===== config.mk =====
export PLATFORM = sky130hd
export DESIGN_NAME = screen_select_io
export DESIGN_NICKNAME = d
export VERILOG_FILES = /design/src/rtl/screen_io_pkg.sv /design/src/rtl/evt_irq_ctrl.sv /design/src/rtl/screen_select_io.sv
export SDC_FILE = /design/constraint.sdc
export NUM_CORES = 1
export LEC_CHECK = 0
export ABC_AREA = 1
export CAP_MARGIN = 20
export CORE_MARGIN = 2
export CORE_UTILIZATION = 30
export CTS_CLUSTER_DIAMETER = 60
export DETAILED_ROUTE_END_ITERATION = 6
export GPL_TIMING_DRIVEN = 0
export SYNTH_ARGS = -nofsm -noshare
export SYNTH_HDL_FRONTEND = slang
export SYNTH_SLANG_ARGS = --single-unit

===== constraint.sdc =====
create_clock -name clk -period 1.4 [get_ports clk]
set_input_delay 0.28 -clock clk [delete_from_list [all_inputs] [get_ports clk]]
set_output_delay 0.28 -clock clk [all_outputs]
set_load 0.01 [all_outputs]

===== src/rtl/screen_io_pkg.sv =====
// screen_io_pkg: PicoBlaze port addresses shared by the screen select I/O block
package screen_io_pkg;
  localparam logic [7:0] PORT_PEND = 8'h00;
  localparam logic [7:0] PORT_EVT  = 8'h01;
  localparam logic [7:0] PORT_LED  = 8'h02;
  localparam logic [7:0] PORT_SEL  = 8'h03;
  localparam logic [7:0] PORT_MASK = 8'h04;
  localparam logic [7:0] PORT_MODE = 8'h05;
endpackage


===== src/rtl/evt_irq_ctrl.sv =====
// evt_irq_ctrl: rising-edge event latch with W1C pending bits and maskable interrupt
module evt_irq_ctrl #(
  parameter int NUM_EVT = 4
) (
  input  logic               clk,
  input  logic               reset,
  input  logic [NUM_EVT-1:0] evt,
  input  logic               clr_we,
  input  logic [NUM_EVT-1:0] clr_bits,
  input  logic               mask_we,
  input  logic [NUM_EVT-1:0] mask_bits,
  input  logic               interrupt_ack,
  output logic [NUM_EVT-1:0] pending,
  output logic [NUM_EVT-1:0] irq_mask,
  output logic               interrupt
);
  logic [NUM_EVT-1:0] evt_q, rise;
  logic edge_hit;
  assign rise = evt & ~evt_q;
  assign edge_hit = |(rise & irq_mask);
  always_ff @(posedge clk or posedge reset)
    if (reset) begin
      evt_q     <= '0;
      pending   <= '0;
      irq_mask  <= '1;
      interrupt <= 1'b0;
    end else begin
      evt_q     <= evt;
      pending   <= (clr_we ? pending & ~clr_bits : pending) | rise;
      irq_mask  <= mask_we ? mask_bits : irq_mask;
      interrupt <= edge_hit ? 1'b1 : interrupt_ack ? 1'b0 : interrupt;
    end
endmodule


===== src/rtl/screen_select_io.sv =====
// screen_select_io: PicoBlaze I/O for frame-synchronous screen selection, LEDs and event interrupts
module screen_select_io
  import screen_io_pkg::*;
#(
  parameter int                     NUM_SCREENS = 4,
  parameter int                     COLOR_W     = 12,
  parameter int                     NUM_EVT     = 4,
  parameter int                     LED_W       = 8,
  parameter logic [NUM_SCREENS-1:0] CLEAR_MASK  = 4'b1100,
  localparam int                    SEL_W       = $clog2(NUM_SCREENS)
) (
  input  logic                           clk,
  input  logic                           reset,
  input  logic [NUM_SCREENS*COLOR_W-1:0] screens,
  input  logic                           frame_start,
  input  logic [NUM_EVT-1:0]             evt,
  input  logic [7:0]                     port_id,
  input  logic                           write_strobe,
  input  logic [7:0]                     out_port,
  output logic [7:0]                     in_port,
  output logic                           interrupt,
  input  logic                           interrupt_ack,
  output logic [COLOR_W-1:0]             color,
  output logic [SEL_W-1:0]               mode,
  output logic [LED_W-1:0]               led,
  output logic                           reset_plyrScrn
);
  logic [NUM_EVT-1:0] pending, irq_mask;
  logic [SEL_W-1:0] req_sel;
  logic [7:0] rd_data;
  logic wr_pend, wr_led, wr_sel, wr_mask;
  assign wr_pend = write_strobe && port_id == PORT_PEND;
  assign wr_led  = write_strobe && port_id == PORT_LED;
  assign wr_sel  = write_strobe && port_id == PORT_SEL && int'(out_port) < NUM_SCREENS;
  assign wr_mask = write_strobe && port_id == PORT_MASK;
  evt_irq_ctrl #(.NUM_EVT(NUM_EVT)) u_evt (
    .clk          (clk),
    .reset        (reset),
    .evt          (evt),
    .clr_we       (wr_pend),
    .clr_bits     (out_port[NUM_EVT-1:0]),
    .mask_we      (wr_mask),
    .mask_bits    (out_port[NUM_EVT-1:0]),
    .interrupt_ack(interrupt_ack),
    .pending      (pending),
    .irq_mask     (irq_mask),
    .interrupt    (interrupt)
  );
  always_comb
    rd_data = port_id == PORT_PEND ? 8'(pending)  :
              port_id == PORT_EVT  ? 8'(evt)      :
              port_id == PORT_SEL  ? 8'(req_sel)  :
              port_id == PORT_MASK ? 8'(irq_mask) :
              port_id == PORT_MODE ? 8'(mode)     : 8'h00;
  // mode samples the pre-write req_sel, so a same-cycle write waits for the next frame
  always_ff @(posedge clk or posedge reset)
    if (reset) begin
      in_port        <= '0;
      led            <= '0;
      req_sel        <= '0;
      mode           <= '0;
      color          <= '0;
      reset_plyrScrn <= CLEAR_MASK[0];
    end else begin
      in_port        <= rd_data;
      led            <= wr_led ? out_port[LED_W-1:0] : led;
      req_sel        <= wr_sel ? out_port[SEL_W-1:0] : req_sel;
      mode           <= frame_start ? req_sel : mode;
      color          <= screens[int'(mode)*COLOR_W +: COLOR_W];
      reset_plyrScrn <= CLEAR_MASK[mode];
    end
endmodule


# Yosys cells after proc, flatten, opt, wreduce, memory -nomap -nowiden
# Index checks and enable logic that the tools add are counted.
# op_classes
n_mul	1
magnitude_cmp	2
eq_ne	5
shifts	1
n_mux	10
bitwise	6
reduce_logical	8
# op_table
operator	count
$shiftx A48 B7 Y12	1
$mux W4	5
$eq A8 B2 Y1 const B	2
$eq A8 B3 Y1 const B	2
$and A4 B4 Y4	3
$eq A8 B1 Y1 const B	1
$logic_not A8 Y1	1
$lt A8 B3 Y1 const B	1
$not A4 Y4	2
$logic_and A1 B1 Y1	5
$mul A2 B2 Y4 const B	1
$or A4 B4 Y4	1
$reduce_or A4 Y1	1
$lt A2 B3 Y1 const B	1
$mux W1	3
$bmux W1 S2	1
$mux W2	1
$reduce_bool A2 Y1	1
# totals
register_bits	42
inputBits	73
elab_cells	43

# Longest topological paths before layout
# Gate-level depths: netlist of the first run.
# logic_depth
word_depth	6
depth_mapped	9

# Hierarchy
# Synthesis of the first run repeated with hierarchy kept, for this count alone.
# hier_totals
cells_unflattened	243
area_unflattened_um2	2085.8
# modules_own_cells
module	instances	cells_per_inst	area_per_inst_um2	seq_area_each_um2
screen_select_io	1	198	1592.8	725.7
evt_irq_ctrl	1	45	493.0	330.3

# Worst setup path before layout of the first run
# OpenSTA, ideal clock, no wires.
# synth_path
kind	reg-to-reg
start	reg mode[0]
end	reg color[0]
setup_ns	0.082
arrival_time_ns	1.031
setup_slack_ns	0.287
path_stages_with_launch	6
path_buffers	2
period_less_slack_ns	1.113
cell_sequence	dfrtp_1 clkbuf_2 inv_1 buf_2 nor2_1 o22ai_1
# synth_via
elab_chain_len	2
# synth_lines
element	line	rtl
start: declaration	screen_select_io.sv:24	output logic [SEL_W-1:0] mode,
start signal: assignment	screen_select_io.sv:68	mode <= frame_start ? req_sel : mode;
$mul A2 B2 Y4	screen_select_io.sv:69	color <= screens[int'(mode)*COLOR_W +: COLOR_W];
$shiftx A48 B7 Y12	screen_select_io.sv:69	
end signal: assignment	screen_select_io.sv:69	
end: declaration	screen_select_io.sv:23	output logic [COLOR_W-1:0] color,
# No other way between the ends.
# A chain may end at the register's enable or synchronous reset.

# Final worst setup path of the first run
# layout_path
start	reg mode[1]
end	out mode[1]
# No word-level cell between the ends.

==> impl_metrics.csv, run 1 <==
group,metric,value,unit
sta,hold_viol_final,0,
setup_path,startpoint_type,"register",
detailed_routing,top_layer_used,"met4",
clock_network,clock-sinks,42,
clock_network,cts-root-buf,"clkbuf_8",
synth,yosysWarnings,0,
synth,synth_seq_cells,42,
global_routing,antenna_found_initial,0,
global_routing,grt_usage,0.160,
sta,rsz0062_at_grt,"true",
layout,final.fill_count,680,
setup_path,rrSetupSlack,0.15,ns
clock_network,cts_buffers,5,
placement,routabilityCongestion,0.829,
setup_path,arrival,1.06,ns
synth,synth_top_family_by_area,"simple AND/OR/NAND/NOR gates",
setup_path,crit_fanout,7,
setup_path,r2r_start,"mode[1]",
clock_network,clkTransAtPathRegs,0.08,ns
detailed_routing,drt_iter0_drc,131,
sta,drv_slew,0,
placement,placed_area,0.00319,mm^2
detailed_routing,vias,2050,
synth,netlist_area,0.00206,mm^2
power,total_leakage_power,1.60,nW
sta,skew,0.00605,ns
floorplanning,dieArea,0.00754,mm^2
setup_path,worstSetupPathType,"reg -> out",
clock_network,cts_hold_buf,0,
layout,synthToLayoutAreaGrowth,61.4,%
floorplanning,initial_utilization,0.307,
detailed_routing,post-route-drc-count,0,
layout,stdcell_area,0.00332,mm^2
synth,synth-simple-area-share,0.231,
clock_network,cts_tree,"built",
placement,dp_cells,429,
setup_path,path_cells,"dlygate4sd2_1",
detailed_routing,viasPerCell,4.68,
synth,synth_xor_xnor_area_share,0,
layout,fin_cells,438,
detailed_routing,antenna_left,0,
power,power,2.88,mW
synth,synthDistinctLibCells,28,
floorplanning,coreArea,0.00672,mm^2
floorplanning,die_y,86.9,um
run,drv_cap,0,
layout,insertedDiodeCount,0,
synth,ys_seq_area_frac,0.513,
power,p_per_area,868,mW/mm^2
clock_network,cts_buffer_depth,2,
clock_network,h-tree-depth,2,
layout,drive_gt1_frac,0.151,
sta,setup_viol,0,
global_routing,grt_max_degree,37,
setup_path,r2r-end,"color[9]",
floorplanning,io_pins,105,
synth,synthAdderAreaFrac,0,
synth,synth_edf_count,0,
synth,syn_inst,245,
status,status,"finished clean",
synth,synth_top_area_cell,"dfrtp_1",
detailed_routing,routedWlPerCell,13.4,um
synth,synth_ff_type,"dfrtp_1",
setup_path,max_stage_delay,0.46,ns
detailed_routing,wl_met3,749,um
synth,async_flop_share,1.00,
floorplanning,dieWidth,86.9,um
synth,synth_common_cells,"nand2_1 (41), dfrtp_1 (38), nor2_1 (34)",
sta,timing.final.crit_period,1.34,ns
power,peakVddDrop,422,uV
synth,postSynthAreaPerCell,8.41,um^2
synth,yosysMostFrequentCell,"nand2_1",
detailed_routing,wl_met2,2.61,mm
clock_network,clk_latency,0.29,ns
placement,hpwlAfterDp,4.54,mm
synth,synth_top_area_share,0.462,
sta,max_freq,746,MHz
synth,synth_compound_area_frac,0.162,
detailed_routing,drt_wl_total,5.86,mm
synth,synth_mux_area_frac,0,
global_routing,grt_pass1_wl,9.32,mm
detailed_routing,firstDrtPassIters,4,
floorplanning,num_rows,30,
placement,io_buffers,100,
sta,period_share,0.958,
global_routing,grt_pass1_vias,2026,
setup_path,cp_slowest_cell,"dfrtp_2",
setup_path,cp_num_buf_inv,1,
setup_path,crit_family,"flip-flops",
setup_path,cp.required,1.12,ns
synth,synth.area.top_cells,"dfrtp_1 (46%), nand2_1 (7.5%), o21ai_0 (6.3%), nor2_1 (6.2%), dfstp_2 (5.1%)",
sta,whs,0.213,ns
setup_path,endpoint_kind,"output pin",
detailed_routing,wl_met1,2.43,mm
setup_path,rr_worst_depth,3,
global_routing,grt-ovfl-total,0,
layout,nets,430,
min_path,hold_path.class,"in -> async",
## area by class of cell
class	instances	area [um^2]	area share
clock buffer	6	82.6	0.0248
inverter	27	101	0.0305
buffer	14	98.8	0.0297
tap	80	100	0.0301
timing repair buffer	102	998	0.300
sequential	42	1060	0.318
clock inverter	2	60.1	0.0181
multi-input combinational	165	826	0.248
## sequential cells by signal (all words and copies together), names as in the netlist
| signal | count |
|---|---|
| color | 12 |
| in_port | 4 |
| led | 8 |
| mode | 2 |
| req_sel | 2 |
| reset_plyrScrn | 1 |
| u_evt.evt_q | 4 |
| u_evt.interrupt | 1 |
| u_evt.irq_mask | 4 |
| u_evt.pending | 4 |
## how the worst max path moves through the flow
stage,start,end,slack (ns),depth (start not counted)
3_5_place_dp,write_strobe,led[0],-0.28,5
2_1_floorplan,reset,color[0],0.15,1
5_1_grt,port_id[2],led[0],-0.004,8
6_report,mode[1],mode[1],0.06,1
4_1_cts,write_strobe,led[0],0.02,5
3_3_place_gp,reset,color[11],-0.80,2
## repair_timing
action                     in CTS  in global routing
buffers inserted                0                  1
resized for setup              29                 14
setup endpoints to repair      28                 23
pin swaps                       0                  2
## power breakdown
part / internal [mW] / switching [mW]
clock network: 0.761 / 0.422
registers: 1.26 / 0.0168
logic: 0.256 / 0.168
## cells in the final DEF (no fill, tap or decap), types with 12 or more instances in the layout
cell / n
o22ai_1: 12
inv_1: 23
nor2_1: 34
o21ai_2: 12
dlygate4sd2_1: 28
dfrtp_1: 37
o21ai_0: 26
nand3_1: 20
nand2_1: 41
clkdlybuf4s50_1: 70
## cells by family (layout without fill, tap and decap cells)
logic type      after synthesis  count (layout)
flops                        42              42
compound gates               54              54
buf+inv                      41             151
simple gates                107             107
other cells                   1               4
## through the flow
stage / worst slack [ns] / util / TNS [ns]
floorplan: 0.152 / - / 0
finish: 0.0587 / 0.495 / 0
global route: -0.00445 / 0.495 / -0.00445
detailed placement: -0.278 / 0.475 / -4.50
global placement: -0.804 / 0.472 / -36.79
CTS: 0.0209 / 0.491 / 0
## routing by layer
metal / GRT usage / vias up
met1: 0.186 / 907
met2: 0.260 / 117
li1: - / 1019
met5: 0 / -
met4: 0.0455 / 0
met3: 0.0777 / 7
No activity file was read; power rests on OpenSTA's default activity.
==> run 2, diff against run 1 <==
Settings changed: CORE_ASPECT_RATIO set to 0.7.
==> impl_metrics.csv, run 2 (same netlist as run 1, synthesis figures left out) <==
group,metric,value,unit
floorplanning,die_y,73.3,um
placement,io_buffers,100,
layout,nets,432,
setup_path,crit_fanout,8,
placement,hpwlAfterDp,4.64,mm
layout,largest_reg_flops,12,
clock_network,clock-sinks,42,
floorplanning,io_pins,105,
detailed_routing,antenna_left,0,
sta,max_freq,756,MHz
clock_network,clk_latency,0.30,ns
global_routing,grt-ovfl-total,0,
placement,placed_area,0.00321,mm^2
detailed_routing,post-route-drc-count,0,
layout,final_common_cell,"clkdlybuf4s50_1",
global_routing,grt_pass1_wl,9.63,mm
detailed_routing,vias,2001,
global_routing,grt_usage,0.170,
status,status,"finished clean",
clock_network,h-tree-depth,2,
layout,insertedDiodeCount,0,
sta,drv_slew,0,
setup_path,endpoint_kind,"register",
layout,final_core_util,0.500,
layout,synthToLayoutAreaGrowth,62.4,%
layout,regMostFlops,"color",
power,peakVddDrop,328,uV
floorplanning,dieArea,0.00755,mm^2
sta,worst_slack,0.0781,ns
global_routing,antenna_found_initial,0,
layout,stdcell_area,0.00334,mm^2
clock_network,cts_buffer_depth,2,
sta,skew,0.00954,ns
power,p_per_area,759,mW/mm^2
placement,preCtsSetupSlack,-0.343,ns
sta,rsz0062_at_grt,"false",
detailed_routing,drt_wl_total,6.03,mm
detailed_routing,firstDrtPassIters,4,
global_routing,grt_pass1_vias,1936,
run,drv_cap,0,
sta,timing.final.crit_period,1.32,ns
setup_path,cp.required,1.63,ns
clock_network,clkTransAtPathRegs,0.09,ns
layout,drive_gt1_frac,0.156,
sta,hold_viol_final,0,
sta,setup_viol,0,
sta,whs,0.142,ns
detailed_routing,drt_iter0_drc,66,
placement,routabilityCongestion,0.799,
setup_path,worstSetupPathType,"in -> reg",
power,power,2.54,mW
layout,final_cell_mix,"clkdlybuf4s50_1 (69), nand2_1 (41), dfrtp_1 (37)",
floorplanning,coreArea,0.00669,mm^2
floorplanning,dieWidth,103,um
setup_path,startpoint_type,"primary input",
clock_network,cts_tree,"built",
floorplanning,initial_utilization,0.308,
setup_path,arrival,1.55,ns
floorplanning,num_rows,25,
detailed_routing,routedWlPerCell,13.3,um
clock_network,cts_buffers,5,
min_path,hold_path.class,"in -> async",
power,total_leakage_power,1.60,nW
global_routing,grt_max_degree,41,
detailed_routing,viasPerCell,4.41,
clock_network,cts_hold_buf,0,
sta,period_share,0.944,
clock_network,cts-root-buf,"clkbuf_8",
layout,reg_top3,"color: 12 flops, led: 8 flops",
-- run 2: cell types whose count changed in the layout (fill, tap and decap cells not counted), sizes merged --
| cell | change |
|---|---|
| buf | +2 |
| bufinv | -2 |
| clkbuf | +1 |
| clkdlybuf4s50 | -1 |
| clkinv | +1 |
| dlygate4sd2 | +1 |
-- run 2: layout make-up --
class                           count  area, um^2
Clock inverter                      1        5.00
Timing Repair Buffer              104        1020
Buffer                             14         113
Sequential cell                    42        1060
Fill cell                         683        3350
Clock buffer                        7        86.3
Inverter                           27         101
Multi-Input combinational cell    165         840
Tap cell                           94         118
-- run 2: through the flow --
step / TNS, ns / instances
after global routing: 0 / 454
after detailed placement: -5.42 / 443
after CTS: 0 / 452
after global placement: -38.04 / 442
after floorplan: 0 / 248
final: 0 / 454
-- run 2: worst paths after layout --
check                           cells after the start           endpoint  slack [ns]        startpoint
worst max-delay path                                8  u_evt.irq_mask[1]        0.08        port_id[1]
worst min-delay path                                2           color[9]        0.14             reset
worst max register to register                      4           color[2]        0.14           mode[0]
worst min register to register                      2   u_evt.pending[1]        0.47  u_evt.pending[1]
max in group asynchronous                           3  u_evt.irq_mask[1]        0.77             reset
min in group clk                                    2   u_evt.pending[1]        0.47  u_evt.pending[1]
-- run 2: what timing repair did --
action / in CTS / in global routing
endpoints found under the setup margin: 31 / 22
hold endpoints to repair: 0 / 0
resized for setup: 31 / 20
gates cloned: 0 / 0
setup buffers: 1 / 2
pin swaps: 0 / 3
-- run 2: where the power goes --
part	leakage [nW]	internal, mW	switching [mW]
clock network	0.0482	0.399	0.440
logic	1.05	0.256	0.167
registers	0.511	1.26	0.0164
-- run 2: layer usage --
| metal | track usage | part of all wire | up-vias |
|---|---|---|---|
| met3 | 0.0409 | 0.046 | 5 |
| met4 | 0.0526 | 0.012 | 0 |
| li1 | - | - | 1019 |
| met2 | 0.262 | 0.46 | 46 |
| met5 | 0 | 0 | - |
| met1 | 0.237 | 0.48 | 931 |
-- run 2: critical path: stages --
cell and delay [ns]:
clkdlybuf4s50_1 0.43, inv_2 0.10, nand2_1 0.07, nor2_1 0.20, and2_4 0.21, nand2_4 0.09, nand2_1 0.11, o21ai_2 0.05
